===== src/rtl/register_list_formatter.sv =====
// Register-list text formatter: turns up to three 5-bit register numbers
// into an ASCII stream such as "r05,r17,r31 ", one byte per handshake.
module register_list_formatter #(
   parameter logic [7:0] SEPARATOR  = 8'h2C,
   parameter logic [7:0] TERMINATOR = 8'h20,
   parameter bit         UPPERCASE  = 1'b0
) (
   input  logic       clk_in,
   input  logic       rst_in,
   input  logic       start_in,
   input  logic [1:0] reg_count_in,
   input  logic [4:0] reg0_in,
   input  logic [4:0] reg1_in,
   input  logic [4:0] reg2_in,
   output logic       char_valid_out,
   output logic [7:0] char_out,
   input  logic       char_ready_in,
   output logic       busy_out,
   output logic       done_out,
   output logic       error_out
);

   localparam logic [7:0] PREFIX_CH = UPPERCASE ? 8'h52 : 8'h72;

   typedef enum logic [2:0] {
      S_IDLE,
      S_PREFIX,
      S_TENS,
      S_ONES,
      S_SEP,
      S_TERM
   } state_t;

   state_t     state_q, state_d;
   logic [1:0] idx_q, idx_d;
   logic [1:0] cnt_q, cnt_d;
   logic [4:0] r0_q, r0_d;
   logic [4:0] r1_q, r1_d;
   logic [4:0] r2_q, r2_d;
   logic       done_q, done_d;
   logic       err_q, err_d;

   logic       xfer;
   logic       more;
   logic [4:0] cur;
   logic [1:0] tens;
   logic [4:0] tens_x10;
   logic [3:0] ones;

   always_ff @(posedge clk_in or negedge rst_in) begin
      if (!rst_in) begin
         state_q <= S_IDLE;
         idx_q   <= 2'd0;
         cnt_q   <= 2'd0;
         r0_q    <= 5'd0;
         r1_q    <= 5'd0;
         r2_q    <= 5'd0;
         done_q  <= 1'b0;
         err_q   <= 1'b0;
      end else begin
         state_q <= state_d;
         idx_q   <= idx_d;
         cnt_q   <= cnt_d;
         r0_q    <= r0_d;
         r1_q    <= r1_d;
         r2_q    <= r2_d;
         done_q  <= done_d;
         err_q   <= err_d;
      end
   end

   always_comb begin
      cur = r2_q;
      unique case (idx_q)
         2'd0:    cur = r0_q;
         2'd1:    cur = r1_q;
         default: cur = r2_q;
      endcase
   end

   // Decimal split of a 0..31 value without a divider.
   always_comb begin
      tens     = 2'd0;
      tens_x10 = 5'd0;
      unique case (1'b1)
         (cur >= 5'd30): begin
            tens     = 2'd3;
            tens_x10 = 5'd30;
         end
         (cur >= 5'd20 && cur < 5'd30): begin
            tens     = 2'd2;
            tens_x10 = 5'd20;
         end
         (cur >= 5'd10 && cur < 5'd20): begin
            tens     = 2'd1;
            tens_x10 = 5'd10;
         end
         default: begin
            tens     = 2'd0;
            tens_x10 = 5'd0;
         end
      endcase
      ones = 4'(cur - tens_x10);
   end

   assign xfer = (state_q != S_IDLE) && char_ready_in;
   assign more = ({1'b0, idx_q} + 3'd1) < {1'b0, cnt_q};

   always_comb begin
      state_d = state_q;
      idx_d   = idx_q;
      cnt_d   = cnt_q;
      r0_d    = r0_q;
      r1_d    = r1_q;
      r2_d    = r2_q;
      done_d  = 1'b0;
      err_d   = 1'b0;
      unique case (state_q)
         S_IDLE: begin
            if (start_in) begin
               if (reg_count_in == 2'd0) begin
                  err_d = 1'b1;
               end else begin
                  cnt_d   = reg_count_in;
                  r0_d    = reg0_in;
                  r1_d    = reg1_in;
                  r2_d    = reg2_in;
                  idx_d   = 2'd0;
                  state_d = S_PREFIX;
               end
            end
         end
         S_PREFIX: if (xfer) state_d = S_TENS;
         S_TENS:   if (xfer) state_d = S_ONES;
         S_ONES:   if (xfer) state_d = more ? S_SEP : S_TERM;
         S_SEP: begin
            if (xfer) begin
               idx_d   = idx_q + 2'd1;
               state_d = S_PREFIX;
            end
         end
         S_TERM: begin
            if (xfer) begin
               done_d  = 1'b1;
               state_d = S_IDLE;
            end
         end
         default: state_d = S_IDLE;
      endcase
   end

   always_comb begin
      char_out = 8'h00;
      unique case (state_q)
         S_PREFIX: char_out = PREFIX_CH;
         S_TENS:   char_out = 8'h30 + {6'd0, tens};
         S_ONES:   char_out = 8'h30 + {4'd0, ones};
         S_SEP:    char_out = SEPARATOR;
         S_TERM:   char_out = TERMINATOR;
         default:  char_out = 8'h00;
      endcase
   end

   assign char_valid_out = (state_q != S_IDLE);
   assign busy_out       = (state_q != S_IDLE);
   assign done_out       = done_q;
   assign error_out      = err_q;

endmodule


===== config.mk =====
export PLATFORM = sky130hd
export DESIGN_NAME = register_list_formatter
export DESIGN_NICKNAME = d
export VERILOG_FILES = /design/src/rtl/register_list_formatter.sv
export SDC_FILE = /design/constraint.sdc
export NUM_CORES = 1
export LEC_CHECK = 0
export BUFFER_PORTS_ARGS = -buffer_cell sky130_fd_sc_hd__buf_2
export CELL_PAD_IN_SITES_DETAIL_PLACEMENT = 0
export CELL_PAD_IN_SITES_GLOBAL_PLACEMENT = 1
export CORE_AREA = 2 2 61 63
export CTS_CLUSTER_DIAMETER = 120
export CTS_CLUSTER_SIZE = 40
export DETAILED_ROUTE_END_ITERATION = 10
export DIE_AREA = 0 0 63 65
export PLACE_DENSITY_LB_ADDON = 0.25
export SYNTH_ARGS = -nofsm -noshare
export SYNTH_HDL_FRONTEND = slang
export SYNTH_SLANG_ARGS = --single-unit

===== constraint.sdc =====
create_clock -name clk_in -period 7.55 [get_ports clk_in]
set_clock_uncertainty 0.05 [all_clocks]
set_input_delay 0.3775 -clock clk_in [delete_from_list [all_inputs] [get_ports clk_in]]
set_output_delay 0.3775 -clock clk_in [all_outputs]
set_load 0.05 [all_outputs]

==> summary.md <==
| Metric | Value |
|---|---|
| Status | finished, final reports clean |
| Die Footprint | 4100 µm² |
| Area leader, netlist | dfrtp_1 |
| Share of layout cells above drive strength 1 | 39.4% |
| Final hold vios | 0 |
| Worst-skew pair later-pin latency | between 0.3 and 0.4 ns |
| Final setup fails | 0 |
| Synthesis-to-layout area growth | 15.0% |
| Fill count | 353 |
| Final worst-path cycle share | 48.1% |
| Post-CTS setup buffer count | 0 |
| Buffers on Ports | 31 |
| Worst-Margin Slew | roughly 0.54 ns |
| # rows | 22 |
| Final Util | about half |
| DR DRC count | 0 |
| Yosys top cell area share | 41.0% |
| Max clock buf depth | 2 |
| Final WL | 2870 µm |
| Max transition margin | 64.0% |
| Period minus WS final | 3.63 ns |
| Die width | 63 µm |
| Initial antenna violation count | 0 |
| Synthesized area per cell | 10.6 µm² |
| Data arrival time of the worst path | 3.20 ns |
| Via Count | 1117 |
| Starting Density | 41.9% |
| Vias per cell | between 5 and 6 |
| Post-synth EDFFs | 0 |
| GRT Residual Overflow | 0 |
| Die Span Y | between 60 and 70 µm |
| 1st-iter DRT viols | 52 |
| Worst hold path class | in2reg |
| CP Max Fanout | 9 |
| Synthesized Nets | 166 |
| HPWL Detailed | roughly 2200 µm |
| Seq/Total Area, Yosys | between 40% and 50% |
| Worst setup SP type | flip-flop |
| Synth unique cells | 43 |
| Mapped Area | 1470 µm² |
| Largest net degree at the start of global routing | 25 |
| Achievable clock frequency | about 0.28 GHz |
| H-tree depth | 1 |
| First-pass GRT wire length | 5010 µm |
| Syn Inst Count | 138 |
| Vias in the first global route | between 1000 and 1500 |
| WL/cell | 13.5 µm |
| IO Count | 33 |
| Final Net Count | just under 200 |
| DP Area | roughly 1600 µm² |
| Core box area | 3500 µm² |
| Synth top area cells | dfrtp_1 41%, mux2_2 12%, ha_1 5.1% |
| Setup TNS | 0 ns |
| Ant. Diodes | 0 |
| Commonest non-fill, non-tap cell in the layout | buf_2 |
| Num CTS Buffers | 3 |
| Seq cells post-synth | 24 |
| Clk slew on worst S/H paths | 0.13 ns |
| Worst setup EP type | output pin |
| Crit path required time | 7.12 ns |
| Routability-driven placement congestion ratio | 0.820 |
| All-layer global routing usage | 15.4% |
| Predominant post-synthesis flop cell | dfrtp_1 |
| Max Cap Viol | 0 |
| RSZ-0062 raised after global routing | false |
| Antenna-violating nets left | 0 |
| Clock Sinks | 24 |
| Root buffer cell | clkbuf_4 |
| Crit path kind | reg2out |
| Pre-Repair DR Iteration Count | 5 |
| FFs w/ async S/R, synth | 100% |
| CTS tree | yes |
| Post-route cell area | ~1700 µm² |
| Slew Limit Fails | 0 |
| Yosys Warn Count | 0 |
| Most frequent cells in the layout | 31 x buf_2, 24 x dfrtp_1, 16 x mux2_2 |
cell usage after synthesis (2+ instances only):
| library cell | instances |
|---|---|
| nand3_1 | 3 |
| a22oi_2 | 2 |
| a21oi_1 | 6 |
| o21a_1 | 2 |
| dfrtp_1 | 24 |
| a22o_1 | 4 |
| clkbuf_1 | 3 |
| o21ai_0 | 8 |
| nor2_1 | 9 |
| buf_4 | 4 |
| or3b_2 | 2 |
| nor3_1 | 2 |
| mux2_2 | 16 |
| a211oi_2 | 2 |
| inv_1 | 8 |
| ha_1 | 6 |
| nand2_1 | 11 |
critical path, stage by stage, from the launching register on:
cell      delay (ns)
dfrtp_1         0.49
inv_1           0.11
ha_1            0.33
nor3b_2         0.36
nor2_1          0.11
maj3_1          0.38
a21oi_1         0.17
ha_1            0.16
inv_1           0.04
ha_1            0.18
nand2_1         0.06
o31ai_1         0.07
a211oi_2        0.14
buf_2           0.29
kinds of logic (layout without fill, tap and decap cells):
kind of cell | count (synthesis) | count (layout) | synth area share (%)
compound gates | 34 | 34 | 18.6
xor+xnor | 1 | 1 | 0.597
fa+ha+maj | 8 | 8 | 7.17
buf+inv | 17 | 44 | 5.97
flops | 24 | 24 | 41.0
mux | 18 | 18 | 13.7
other cells | 1 | 1 | 0.256
simple gates | 35 | 35 | 12.7
sequential cells by signal, summed over array words and instances (netlist names):
signal / flops
r1_q: 5
r0_q: 5
state_q: 3
cnt_q: 2
error_out: 1
idx_q: 2
r2_q: 5
done_out: 1
routing by layer:
layer	vias up	wire, µm	global-route usage, %	part of all wire (%)
met5	-	0	0	0
met4	0	34	7.78	1.2
met3	4	133	2.43	4.6
met2	30	1360	25.1	47
met1	540	1340	19.7	47
li1	543	-	-	-
stage by stage:
step | std cells | hold slack [ns] | setup slack [ns]
detailed placement | 208 | 0.348 | 4.27
CTS | 213 | 0.174 | 3.88
finish | 213 | 0.198 | 3.92
global route | 213 | 0.183 | 3.64
global placement | 208 | 0.331 | 4.40
floorplan | 138 | 0.0319 | 4.13
path summary, 6_finish.rpt:
| check | startpoint | to | slack [ns] | depth (start not counted) |
|---|---|---|---|---|
| setup / recovery | idx_q[0]$_DFFE_PN0P_ | char_out[3] | 3.92 | 13 |
| max in group asynchronous | rst_in | idx_q[0]$_DFFE_PN0P_ | 6.59 | 2 |
| min in group asynchronous | rst_in | r2_q[4]$_DFFE_PN0P_ | 0.50 | 2 |
| hold / removal | reg_count_in[0] | error_out$_DFF_PN0_ | 0.20 | 2 |
| hold reg to reg | r2_q[3]$_DFFE_PN0P_ | r2_q[3]$_DFFE_PN0P_ | 0.47 | 1 |
| setup reg to reg | state_q[0]$_DFFE_PN0P_ | r1_q[0]$_DFFE_PN0P_ | 5.52 | 4 |
what timing repair did:
item / CTS / global route
endpoints found under the hold margin: 24 / 0
hold buffers: 1 / 0
resized for setup: 0 / 0
final cells by class:
class / instances / area (µm²) / area share (%)
flip-flops and latches: 24 / 601 / 35.6
inverters: 8 / 30.0 / 1.78
clock inverters: 1 / 30.0 / 1.78
repair buffers: 32 / 165 / 9.79
well taps: 48 / 60.1 / 3.56
multi-input cells: 97 / 778 / 46.1
clock buffers: 3 / 22.5 / 1.34
Power is not shown: default switching activity piles up to over one toggle a cycle in this logic, so the estimate is an artifact.
